### src/rtl/pipe_pkg.sv
// Shared pipeline definitions for the ID/EX stage and its neighbours.
//   REG_ADDR_W / DATA_W : default register-index and operand widths
//   ZERO_REG            : hard-wired zero register; never a real dependency
//   FWD_*               : forward-select codes shared with the forwarding unit
//   upd_e               : what the ID/EX register does on the next edge
package pipe_pkg;

  localparam int REG_ADDR_W = 5;
  localparam int DATA_W     = 32;

  localparam logic [REG_ADDR_W-1:0] ZERO_REG = '0;

  localparam logic [1:0] FWD_IDEX  = 2'b00;
  localparam logic [1:0] FWD_EXMEM = 2'b01;
  localparam logic [1:0] FWD_MEMWB = 2'b10;

  // Listed in priority order (reset is handled directly in the register)
  typedef enum logic [1:0] {
    UPD_FLUSH,
    UPD_HOLD,
    UPD_BUBBLE,
    UPD_CAPTURE
  } upd_e;

endpackage

### src/rtl/id_ex_stage_reg_if.sv
// Bundle between the ID stage / EX control and the ID/EX pipeline register.
//   master : ID side; drives IF_ID_*, flush, ex_busy; sees ID_EX_*, stall, stall_cnt
//   slave  : the ID/EX register itself
interface id_ex_stage_reg_if #(
  parameter int REG_ADDR_W = pipe_pkg::REG_ADDR_W,
  parameter int DATA_W     = pipe_pkg::DATA_W,
  parameter int CTRL_W     = 8,
  parameter int CNT_W      = 16
);

  logic                  IF_ID_valid;
  logic [REG_ADDR_W-1:0] IF_ID_rsA;
  logic [REG_ADDR_W-1:0] IF_ID_rsB;
  logic                  IF_ID_useA;
  logic                  IF_ID_useB;
  logic [REG_ADDR_W-1:0] IF_ID_Rd;
  logic [DATA_W-1:0]     IF_ID_dataA;
  logic [DATA_W-1:0]     IF_ID_dataB;
  logic [DATA_W-1:0]     IF_ID_imm;
  logic                  IF_ID_RegWrite;
  logic                  IF_ID_MemRead;
  logic [CTRL_W-1:0]     IF_ID_ctrl;
  logic                  flush;
  logic                  ex_busy;

  logic                  ID_EX_valid;
  logic [REG_ADDR_W-1:0] ID_EX_rsA;
  logic [REG_ADDR_W-1:0] ID_EX_rsB;
  logic [REG_ADDR_W-1:0] ID_EX_Rd;
  logic [DATA_W-1:0]     ID_EX_dataA;
  logic [DATA_W-1:0]     ID_EX_dataB;
  logic [DATA_W-1:0]     ID_EX_imm;
  logic                  ID_EX_RegWrite;
  logic                  ID_EX_MemRead;
  logic [CTRL_W-1:0]     ID_EX_ctrl;
  logic                  stall;
  logic [CNT_W-1:0]      stall_cnt;

  modport master (
    output IF_ID_valid, IF_ID_rsA, IF_ID_rsB, IF_ID_useA, IF_ID_useB, IF_ID_Rd,
           IF_ID_dataA, IF_ID_dataB, IF_ID_imm, IF_ID_RegWrite, IF_ID_MemRead,
           IF_ID_ctrl, flush, ex_busy,
    input  ID_EX_valid, ID_EX_rsA, ID_EX_rsB, ID_EX_Rd, ID_EX_dataA, ID_EX_dataB,
           ID_EX_imm, ID_EX_RegWrite, ID_EX_MemRead, ID_EX_ctrl, stall, stall_cnt
  );

  modport slave (
    input  IF_ID_valid, IF_ID_rsA, IF_ID_rsB, IF_ID_useA, IF_ID_useB, IF_ID_Rd,
           IF_ID_dataA, IF_ID_dataB, IF_ID_imm, IF_ID_RegWrite, IF_ID_MemRead,
           IF_ID_ctrl, flush, ex_busy,
    output ID_EX_valid, ID_EX_rsA, ID_EX_rsB, ID_EX_Rd, ID_EX_dataA, ID_EX_dataB,
           ID_EX_imm, ID_EX_RegWrite, ID_EX_MemRead, ID_EX_ctrl, stall, stall_cnt
  );

endinterface

### src/rtl/id_ex_stage_reg_load_use_detect.sv
// Load-use hazard detector (purely combinational).
//   exValid_i, exMemRead_i, exRd_i : instruction currently in EX
//   idValid_i, idRsA_i, idRsB_i,
//   idUseA_i, idUseB_i             : instruction currently in ID
//   lu_o                           : ID needs a value a load in EX has not produced yet
module load_use_detect #(
  parameter int REG_ADDR_W = pipe_pkg::REG_ADDR_W
) (
  input  logic                  exValid_i,
  input  logic                  exMemRead_i,
  input  logic [REG_ADDR_W-1:0] exRd_i,
  input  logic                  idValid_i,
  input  logic [REG_ADDR_W-1:0] idRsA_i,
  input  logic [REG_ADDR_W-1:0] idRsB_i,
  input  logic                  idUseA_i,
  input  logic                  idUseB_i,
  output logic                  lu_o
);

  import pipe_pkg::*;

  logic exIsLoad;
  logic hitA;
  logic hitB;

  // A load writing the zero register produces nothing to wait for, and an
  // operand the consumer does not read cannot create a dependency.
  always_comb begin
    exIsLoad = exValid_i & exMemRead_i & (exRd_i != REG_ADDR_W'(ZERO_REG));
    hitA     = idUseA_i & (idRsA_i == exRd_i);
    hitB     = idUseB_i & (idRsB_i == exRd_i);
    lu_o     = exIsLoad & idValid_i & (hitA | hitB);
  end

endmodule

### src/rtl/id_ex_stage_reg.sv
// ID/EX pipeline register with load-use bubble insertion.
//   clk, rst : rising-edge clock, synchronous active-high reset
//   bus      : slave side of id_ex_stage_reg_if
//              in : IF_ID_* decoded instruction, flush (EX branch taken),
//                   ex_busy (multi-cycle EX op)
//              out: ID_EX_* registered instruction, stall (hold PC and IF/ID),
//                   stall_cnt (saturating count of load-use bubbles)
module id_ex_stage_reg #(
  parameter int REG_ADDR_W = pipe_pkg::REG_ADDR_W,
  parameter int DATA_W     = pipe_pkg::DATA_W,
  parameter int CTRL_W     = 8,
  parameter int CNT_W      = 16
) (
  input logic              clk,
  input logic              rst,
  id_ex_stage_reg_if.slave bus
);

  import pipe_pkg::*;

  logic                  valid_q,    valid_d;
  logic [REG_ADDR_W-1:0] rsA_q,      rsA_d;
  logic [REG_ADDR_W-1:0] rsB_q,      rsB_d;
  logic [REG_ADDR_W-1:0] rd_q,       rd_d;
  logic [DATA_W-1:0]     dataA_q,    dataA_d;
  logic [DATA_W-1:0]     dataB_q,    dataB_d;
  logic [DATA_W-1:0]     imm_q,      imm_d;
  logic                  regWrite_q, regWrite_d;
  logic                  memRead_q,  memRead_d;
  logic [CTRL_W-1:0]     ctrl_q,     ctrl_d;
  logic [CNT_W-1:0]      stallCnt_q, stallCnt_d;

  logic lu;
  upd_e upd;

  load_use_detect #(
    .REG_ADDR_W (REG_ADDR_W)
  ) u_loadUseDetect (
    .exValid_i   (valid_q),
    .exMemRead_i (memRead_q),
    .exRd_i      (rd_q),
    .idValid_i   (bus.IF_ID_valid),
    .idRsA_i     (bus.IF_ID_rsA),
    .idRsB_i     (bus.IF_ID_rsB),
    .idUseA_i    (bus.IF_ID_useA),
    .idUseB_i    (bus.IF_ID_useB),
    .lu_o        (lu)
  );

  // Flush kills the ID instruction even while EX is busy; a hold masks the
  // load-use check so no bubble is charged until EX frees up.
  always_comb begin
    if (bus.flush)        upd = UPD_FLUSH;
    else if (bus.ex_busy) upd = UPD_HOLD;
    else if (lu)          upd = UPD_BUBBLE;
    else                  upd = UPD_CAPTURE;
  end

  assign bus.stall = ~rst & ~bus.flush & (lu | bus.ex_busy);

  // Next-state for the payload. A bubble is an all-zero entry, and an
  // invalid ID slot is captured as a bubble so stale RegWrite/MemRead
  // can never leak into EX.
  always_comb begin
    valid_d    = '0;
    rsA_d      = '0;
    rsB_d      = '0;
    rd_d       = '0;
    dataA_d    = '0;
    dataB_d    = '0;
    imm_d      = '0;
    regWrite_d = '0;
    memRead_d  = '0;
    ctrl_d     = '0;
    stallCnt_d = stallCnt_q;
    unique case (upd)
      UPD_HOLD: begin
        valid_d    = valid_q;
        rsA_d      = rsA_q;
        rsB_d      = rsB_q;
        rd_d       = rd_q;
        dataA_d    = dataA_q;
        dataB_d    = dataB_q;
        imm_d      = imm_q;
        regWrite_d = regWrite_q;
        memRead_d  = memRead_q;
        ctrl_d     = ctrl_q;
      end
      UPD_BUBBLE: begin
        if (stallCnt_q != '1) stallCnt_d = stallCnt_q + CNT_W'(1);
      end
      UPD_CAPTURE: begin
        if (bus.IF_ID_valid) begin
          valid_d    = 1'b1;
          rsA_d      = bus.IF_ID_rsA;
          rsB_d      = bus.IF_ID_rsB;
          rd_d       = bus.IF_ID_Rd;
          dataA_d    = bus.IF_ID_dataA;
          dataB_d    = bus.IF_ID_dataB;
          imm_d      = bus.IF_ID_imm;
          regWrite_d = bus.IF_ID_RegWrite;
          memRead_d  = bus.IF_ID_MemRead;
          ctrl_d     = bus.IF_ID_ctrl;
        end
      end
      default: begin
      end
    endcase
  end

  // State register; reset also drops any bubble that was about to be inserted.
  always_ff @(posedge clk) begin
    if (rst) begin
      valid_q    <= '0;
      rsA_q      <= '0;
      rsB_q      <= '0;
      rd_q       <= '0;
      dataA_q    <= '0;
      dataB_q    <= '0;
      imm_q      <= '0;
      regWrite_q <= '0;
      memRead_q  <= '0;
      ctrl_q     <= '0;
      stallCnt_q <= '0;
    end else begin
      valid_q    <= valid_d;
      rsA_q      <= rsA_d;
      rsB_q      <= rsB_d;
      rd_q       <= rd_d;
      dataA_q    <= dataA_d;
      dataB_q    <= dataB_d;
      imm_q      <= imm_d;
      regWrite_q <= regWrite_d;
      memRead_q  <= memRead_d;
      ctrl_q     <= ctrl_d;
      stallCnt_q <= stallCnt_d;
    end
  end

  assign bus.ID_EX_valid    = valid_q;
  assign bus.ID_EX_rsA      = rsA_q;
  assign bus.ID_EX_rsB      = rsB_q;
  assign bus.ID_EX_Rd       = rd_q;
  assign bus.ID_EX_dataA    = dataA_q;
  assign bus.ID_EX_dataB    = dataB_q;
  assign bus.ID_EX_imm      = imm_q;
  assign bus.ID_EX_RegWrite = regWrite_q;
  assign bus.ID_EX_MemRead  = memRead_q;
  assign bus.ID_EX_ctrl     = ctrl_q;
  assign bus.stall_cnt      = stallCnt_q;

endmodule

### src/flat_wrapper.sv
// flat-port wrapper written by rule: the top's interface ports become plain ports
module id_ex_stage_reg_flat import pipe_pkg::*;
#(
  parameter int REG_ADDR_W = pipe_pkg::REG_ADDR_W,
  parameter int DATA_W     = pipe_pkg::DATA_W,
  parameter int CTRL_W     = 8,
  parameter int CNT_W      = 16
)
  (clk, rst, bus_IF_ID_valid, bus_IF_ID_rsA, bus_IF_ID_rsB, bus_IF_ID_useA, bus_IF_ID_useB, bus_IF_ID_Rd, bus_IF_ID_dataA, bus_IF_ID_dataB, bus_IF_ID_imm, bus_IF_ID_RegWrite, bus_IF_ID_MemRead, bus_IF_ID_ctrl, bus_flush, bus_ex_busy, bus_ID_EX_valid, bus_ID_EX_rsA, bus_ID_EX_rsB, bus_ID_EX_Rd, bus_ID_EX_dataA, bus_ID_EX_dataB, bus_ID_EX_imm, bus_ID_EX_RegWrite, bus_ID_EX_MemRead, bus_ID_EX_ctrl, bus_stall, bus_stall_cnt);
  id_ex_stage_reg_if #(.REG_ADDR_W(REG_ADDR_W), .DATA_W(DATA_W), .CTRL_W(CTRL_W), .CNT_W(CNT_W)) bus_i ();
  input logic clk;
  input logic rst;
  input wire logic [$bits(bus_i.IF_ID_valid)-1:0] bus_IF_ID_valid;
  input wire logic [$bits(bus_i.IF_ID_rsA)-1:0] bus_IF_ID_rsA;
  input wire logic [$bits(bus_i.IF_ID_rsB)-1:0] bus_IF_ID_rsB;
  input wire logic [$bits(bus_i.IF_ID_useA)-1:0] bus_IF_ID_useA;
  input wire logic [$bits(bus_i.IF_ID_useB)-1:0] bus_IF_ID_useB;
  input wire logic [$bits(bus_i.IF_ID_Rd)-1:0] bus_IF_ID_Rd;
  input wire logic [$bits(bus_i.IF_ID_dataA)-1:0] bus_IF_ID_dataA;
  input wire logic [$bits(bus_i.IF_ID_dataB)-1:0] bus_IF_ID_dataB;
  input wire logic [$bits(bus_i.IF_ID_imm)-1:0] bus_IF_ID_imm;
  input wire logic [$bits(bus_i.IF_ID_RegWrite)-1:0] bus_IF_ID_RegWrite;
  input wire logic [$bits(bus_i.IF_ID_MemRead)-1:0] bus_IF_ID_MemRead;
  input wire logic [$bits(bus_i.IF_ID_ctrl)-1:0] bus_IF_ID_ctrl;
  input wire logic [$bits(bus_i.flush)-1:0] bus_flush;
  input wire logic [$bits(bus_i.ex_busy)-1:0] bus_ex_busy;
  output wire logic [$bits(bus_i.ID_EX_valid)-1:0] bus_ID_EX_valid;
  output wire logic [$bits(bus_i.ID_EX_rsA)-1:0] bus_ID_EX_rsA;
  output wire logic [$bits(bus_i.ID_EX_rsB)-1:0] bus_ID_EX_rsB;
  output wire logic [$bits(bus_i.ID_EX_Rd)-1:0] bus_ID_EX_Rd;
  output wire logic [$bits(bus_i.ID_EX_dataA)-1:0] bus_ID_EX_dataA;
  output wire logic [$bits(bus_i.ID_EX_dataB)-1:0] bus_ID_EX_dataB;
  output wire logic [$bits(bus_i.ID_EX_imm)-1:0] bus_ID_EX_imm;
  output wire logic [$bits(bus_i.ID_EX_RegWrite)-1:0] bus_ID_EX_RegWrite;
  output wire logic [$bits(bus_i.ID_EX_MemRead)-1:0] bus_ID_EX_MemRead;
  output wire logic [$bits(bus_i.ID_EX_ctrl)-1:0] bus_ID_EX_ctrl;
  output wire logic [$bits(bus_i.stall)-1:0] bus_stall;
  output wire logic [$bits(bus_i.stall_cnt)-1:0] bus_stall_cnt;
  assign bus_i.IF_ID_valid = bus_IF_ID_valid;
  assign bus_i.IF_ID_rsA = bus_IF_ID_rsA;
  assign bus_i.IF_ID_rsB = bus_IF_ID_rsB;
  assign bus_i.IF_ID_useA = bus_IF_ID_useA;
  assign bus_i.IF_ID_useB = bus_IF_ID_useB;
  assign bus_i.IF_ID_Rd = bus_IF_ID_Rd;
  assign bus_i.IF_ID_dataA = bus_IF_ID_dataA;
  assign bus_i.IF_ID_dataB = bus_IF_ID_dataB;
  assign bus_i.IF_ID_imm = bus_IF_ID_imm;
  assign bus_i.IF_ID_RegWrite = bus_IF_ID_RegWrite;
  assign bus_i.IF_ID_MemRead = bus_IF_ID_MemRead;
  assign bus_i.IF_ID_ctrl = bus_IF_ID_ctrl;
  assign bus_i.flush = bus_flush;
  assign bus_i.ex_busy = bus_ex_busy;
  assign bus_ID_EX_valid = bus_i.ID_EX_valid;
  assign bus_ID_EX_rsA = bus_i.ID_EX_rsA;
  assign bus_ID_EX_rsB = bus_i.ID_EX_rsB;
  assign bus_ID_EX_Rd = bus_i.ID_EX_Rd;
  assign bus_ID_EX_dataA = bus_i.ID_EX_dataA;
  assign bus_ID_EX_dataB = bus_i.ID_EX_dataB;
  assign bus_ID_EX_imm = bus_i.ID_EX_imm;
  assign bus_ID_EX_RegWrite = bus_i.ID_EX_RegWrite;
  assign bus_ID_EX_MemRead = bus_i.ID_EX_MemRead;
  assign bus_ID_EX_ctrl = bus_i.ID_EX_ctrl;
  assign bus_stall = bus_i.stall;
  assign bus_stall_cnt = bus_i.stall_cnt;
  id_ex_stage_reg #(.REG_ADDR_W(REG_ADDR_W), .DATA_W(DATA_W), .CTRL_W(CTRL_W), .CNT_W(CNT_W)) u_core (.clk(clk), .rst(rst), .bus(bus_i));
endmodule
### config.mk
export PLATFORM = sky130hd
export DESIGN_NAME = id_ex_stage_reg_flat
export DESIGN_NICKNAME = d
export VERILOG_FILES = /design/src/rtl/pipe_pkg.sv /design/src/rtl/id_ex_stage_reg_if.sv /design/src/rtl/id_ex_stage_reg_load_use_detect.sv /design/src/rtl/id_ex_stage_reg.sv /design/src/flat_wrapper.sv
export SDC_FILE = /design/constraint.sdc
export NUM_CORES = 1
export LEC_CHECK = 0
export BUFFER_PORTS_ARGS = -buffer_cell sky130_fd_sc_hd__buf_2
export CELL_PAD_IN_SITES_DETAIL_PLACEMENT = 1
export CELL_PAD_IN_SITES_GLOBAL_PLACEMENT = 1
export CORE_ASPECT_RATIO = 1.4
export CORE_UTILIZATION = 30
export CTS_BUF_LIST = sky130_fd_sc_hd__clkbuf_4
export DETAILED_ROUTE_END_ITERATION = 8
export GPL_TIMING_DRIVEN = 0
export MAX_ROUTING_LAYER = met4
export PLACE_DENSITY = 0.85
export SYNTH_ARGS = -nofsm -noshare
export SYNTH_HDL_FRONTEND = slang
export SYNTH_SLANG_ARGS = --single-unit
### constraint.sdc
create_clock -name clk -period 2 [get_ports clk]
set_input_delay 0.1 -clock clk [delete_from_list [all_inputs] [get_ports clk]]
set_output_delay 0.1 -clock clk [all_outputs]
set_load 0.01 [all_outputs]
# Word level (Yosys, flattened, before mapping)
# Index checks and enable logic that the tools add are counted.
# classes
n_addsub,1
eq_ne,6
muxes,23
bitwise_logic,12
n_reduce_logical,2
# ops
operator,n
$pmux 32 s2,3
$mux 32,3
$pmux 5 s2,3
$add 16x1->16 const B,1
$ne 16x16->1 const B,1
$pmux 8 s2,1
$mux 5,3
$eq 5x5->1,2
$and 1x1->1,8
$mux 8,1
$pmux 1 s2,3
$reduce_bool 5->1,1
$eq 2x2->1 const B,2
$mux 1,4
$mux 2,2
$eq 2x1->1 const B,1
$not 1->1,2
$or 1x1->1,2
$reduce_and 2->1,1
# word_totals
regBits,138
in_bits,128
out_inout_bits,139
word_cells,55

# Depth between registers and ports, before layout
# logic_depth
depth_word,9
mapped_depth,7
depth_no_buf,6

# By module
# Synthesis repeated with hierarchy kept, for this count alone.
# unflattened
hier_cells,526
hier_area_um2,4942.2
# by_module_without_submodules
module,instances,cells_each,area_each_um2,seq_area_each_um2
id_ex_stage_reg,1,509,4810.9,2762.6
load_use_detect,1,17,131.4,0.0

# Least setup slack after synthesis
# Ideal clock, no wire load.
# synth_timing
kind,register -> register
from,"reg u_core.rd_q[3], in the netlist u_core.bus.ID_EX_Rd[3]"
to,"reg u_core.stallCnt_q[9], in the netlist u_core.bus.stall_cnt[9]"
setup_time_ns,0.121
arrival_time_ns,1.804
required_time_ns,1.879
path_slack_ns,0.076
stages_incl_launch_ff,7
path_buffers,1
synth_period_minus_slack_ns,1.924
cell_sequence,dfxtp_1 -> xor2_1 -> nor4_1 -> a32oi_1 -> buf_2 -> nor4b_1 -> mux2_2
# synth_via
elab_chain_cells,9
word_cells_on_any_way,14
cone_classes,eq/ne (3); mux (3); bitwise (6); reduce/logical (2)
# synth_lines
element,line,rtl
start: declaration,id_ex_stage_reg.sv:24,"logic [REG_ADDR_W-1:0] rd_q, rd_d;"
start signal: assignment,id_ex_stage_reg.sv:129,rd_q <= rd_d;
"$eq 5x5->1, or another cell as far along",id_ex_stage_reg_load_use_detect.sv:30,hitA = idUseA_i & (idRsA_i == exRd_i);
$and 1x1->1 (on tied branches),"id_ex_stage_reg_load_use_detect.sv:30, id_ex_stage_reg_load_use_detect.sv:29, id_ex_stage_reg_load_use_detect.sv:31",
$or 1x1->1 or $and 1x1->1 (tied branches),id_ex_stage_reg_load_use_detect.sv:32,lu_o = exIsLoad & idValid_i & (hitA | hitB);
$and 1x1->1 *,id_ex_stage_reg_load_use_detect.sv:32,
$mux 1 *,id_ex_stage_reg.sv:55,else if (lu) upd = UPD_BUBBLE;
$mux 2 *,id_ex_stage_reg.sv:54,else if (bus.ex_busy) upd = UPD_HOLD;
$mux 2 *,id_ex_stage_reg.sv:53,if (bus.flush) upd = UPD_FLUSH;
$eq 2x2->1 *,id_ex_stage_reg.sv:76,unique case (upd)
$reduce_and 2->1 (no source line) *,n/a,
end signal: assignment,id_ex_stage_reg.sv:136,stallCnt_q <= stallCnt_d;
end: declaration,id_ex_stage_reg.sv:31,"logic [CNT_W-1:0] stallCnt_q, stallCnt_d;"
# Every way passes the cells marked *; elsewhere a longest branch is shown, timed or not.
# A chain may end at the register's enable or synchronous reset.

# Worst setup path in the final report
# layout_timing
from,"reg u_core.rd_q[2], in the netlist u_core.bus.ID_EX_Rd[2]"
to,"reg u_core.stallCnt_q[6], in the netlist u_core.bus.stall_cnt[6]"
# The elaborated chain is that of the path after synthesis.

==> metrics.cfg <==
[run_status]
status=finished with violations
violations=setup timing

[drt]
drtIter0Drc=193
wl_per_cell_um=21.9
postRouteAntennaNets=0
vias_per_cell=5.10
wirelength_um=23000
vias=5362
drc=0
first_pass_iters=6

[timing]
skew_ns=0.0253
setup_violations=138
whs_ns=0.215
fin_crit_ns=2.32
timing_hold_violations_final=0
maxSlewViolCount=0
fin_ws_ns=-0.316
rsz0062_at_grt=true
tightest_slew_ns=0.648
period_share=1.16
tns_ns=-16.63
relSlewSlack=0.568
max_freq_ghz=0.432

[setup_path]
reg2reg_from=u_core.bus.ID_EX_Rd[2]
worstPathRequired_ns=2.41
reg2reg_depth=8
r2r-end=u_core.bus.stall_cnt[6]
crit_path_start_kind=flop
cp_common_cell=nor4_4
reg2reg_slack_ns=-0.32
critPathMaxFanout=5
critPathMaxStageDelay_ns=0.39
critical_path_arrival_ns=2.73
path_cells=xor2_4 -> nor4_4 -> a32oi_4 -> buf_4 -> buf_6 -> buf_12 -> nor4_4 -> mux2_4
crit_type=flop to flop
crit_path_end_kind=flop
crit_path_top_delay_cell=dfxtp_4

[place]
gp_congestion=0.810
dp.cells=862
port_buffers=266
dpl.hpwl_um=12000

[logic_synthesis]
async_reset_ff_frac=0
synthesis.nets=533
synth_ff_type=dfxtp_1
synth_cells=404
yosysTopAreaCellShare=0.586
yosysUniqueCellTypes=36
synth_area_leaders=dfxtp_1 (59%), a22o_1 (22%), mux2_2 (2.1%), xor2_1 (1.5%), clkbuf_1 (1.4%)
yosysTopAreaCell=dfxtp_1
ys_seq_elements=138
synth_area_per_cell_um2=11.7
synth-edff-count=0
yosysWarnings=0
yosysSeqAreaShare=0.586
syn_area_um2=4720

[finish]
fin_nets=971
drive_above_1_share=0.458
num-fill-cells=1649
finalNonFillerCells=1051
multi_input_area_um2=2090
fin_util=0.581
area_growth_pct=86.9
ff_latch_area_um2=2770

[hold_path]
whs_endpoint=u_core.bus.stall_cnt[14]
min_path_cells=6
hp-start=bus_ex_busy
hold_path_class=primary input to flop

[grt]
antenna_found_initial=3
grt_first_pass_wirelength_um=33200
overflow=0
grt_max_degree=17
grt_pass1_vias=5998
groute.usage.overall=0.282

[clocking]
cts_tree=built
path_clk_slew_ns=0.14
cts.sinks=138
cts_max_level=4
numCtsBuffers=17
cts_root_buf=clkbuf_4
clk_path_buf_depth=2
clock_latency_ns=0.52

[flow_run]
drv_cap=0

[floorplan]
num_rows=53
die_h_um=150
core_um2=15200
initial_utilization=0.311
io_pins=267
die_x_um=108
die_area_um2=16200

[pwr]
peakVddDrop_mv=0.449
powerDensity_nw_per_um2=632
p_leak_nw=4.21

-- power by group --
group	internal, mW	switching (mW)	total [mW]
clock network	0.909	1.14	2.05
logic	0.402	0.288	0.690
registers	2.80	0.0356	2.83
total	4.11	1.47	5.58
-- kinds of logic after synthesis --
family	synth area share
buffers and inverters	0.0350
DFF	0.586
muxes	0.0260
AOI/OAI and AO/OA	0.250
adders and majority gates	0.00265
and+or+nand+nor	0.0825
xor gates and xnor gates	0.0186
-- registers in the layout, indices dropped and copies added, names as in the netlist --
name / count
u_core.bus.ID_EX_Rd: 5
u_core.bus.ID_EX_valid: 1
u_core.bus.ID_EX_RegWrite: 1
u_core.bus.ID_EX_MemRead: 1
u_core.bus.ID_EX_imm: 32
u_core.bus.ID_EX_rsA: 5
u_core.bus.ID_EX_rsB: 5
u_core.bus.ID_EX_dataB: 32
u_core.bus.stall_cnt: 16
u_core.bus.ID_EX_dataA: 32
u_core.bus.ID_EX_ctrl: 8
-- per-stage QoR --
stage                     total power [mW]  cell area (um2)  worst slack [ns]
after floorplan                       3.03             4720            0.0757
after detailed placement              3.26             6290            -0.582
final                                 5.58             8820            -0.316
after global routing                  5.78             8820            -0.365
after global placement                3.24             6290            -0.618
after CTS                             5.55             8690            -0.303
-- layout make-up --
cell class / count / area share
antenna: 4 / 0.00113
buffer: 31 / 0.0345
clock buffer: 19 / 0.0162
clock inverter: 13 / 0.0190
inverter: 3 / 0.00128
multi-input combinational: 232 / 0.237
sequential: 138 / 0.315
tap: 192 / 0.0272
timing repair buffer: 419 / 0.349
-- worst max-delay path, delay by kind of cell, from the launching register on --
family / cells / cell delay (ns)
AND/OR/NAND/NOR: 2 / 0.70
buffers and inverters: 3 / 0.44
flip-flops: 1 / 0.39
multiplexers: 1 / 0.33
AO/OA/AOI/OAI: 1 / 0.19
XOR/XNOR: 1 / 0.16
-- per-layer routing --
metal / part of all wire / global-route usage / wire length, um / vias up
li1: - / - / - / 2428
met1: 0.35 / 0.269 / 8150 / 2684
met2: 0.58 / 0.543 / 13300 / 203
met3: 0.037 / 0.0424 / 855 / 47
met4: 0.030 / 0.132 / 679 / 0
met5: 0 / - / 0 / -
-- cells in the mapped netlist, drive strengths merged, types with 2 or more instances --
master    n
dfxtp   138
a22o    121
clkbuf   17
nor2     17
buf      14
mux2     10
nor4     10
nor2b     9
nand2     8
nand4     8
xor2      8
a21oi     5
nand3     5
or4       4
inv       3
o21ai     3
o31ai     3
a21o      2
and2      2
nand2b    2
or3       2
xnor2     2
-- repair_timing --
action                                  CTS  global route
gates resized for setup                  99            37
pin swaps                                17            14
cloned                                   15             0
hold buffers                            121             0
endpoints found under the setup margin  139           138
buffers inserted                         14             8
hold endpoints to repair                121             0
-- worst max-delay path by stage --
stage / start / end / slack [ns]
after floorplan: u_core.bus.ID_EX_Rd[3] / u_core.bus.stall_cnt[9] / 0.08
after global placement: rst / u_core.bus.ID_EX_dataB[26] / -0.62
after detailed placement: rst / u_core.bus.ID_EX_imm[2] / -0.58
after CTS: u_core.bus.ID_EX_Rd[1] / bus_stall / -0.30
after global routing: u_core.bus.ID_EX_Rd[2] / bus_stall / -0.37
final: u_core.bus.ID_EX_Rd[2] / u_core.bus.stall_cnt[6] / -0.32
-- cell usage in the layout, fill, tap and decap left out, drive strengths merged, types with 2 or more instances in the layout --
master	count
clkinv	2
nor4	10
nor2	17
or3	2
nor2b	9
a21o	2
nand2b	2
clkinvlp	4
nand2	8
diode	4
mux2	10
dlygate4sd3	121
nand4	8
clkbuf	36
a21oi	5
nand3	5
xnor2	2
o21ai	3
and2	2
dfxtp	138
bufinv	3
o31ai	3
inv	7
a22o	121
buf	312
or4	4
xor2	8
(Power assumes the default switching activity.)
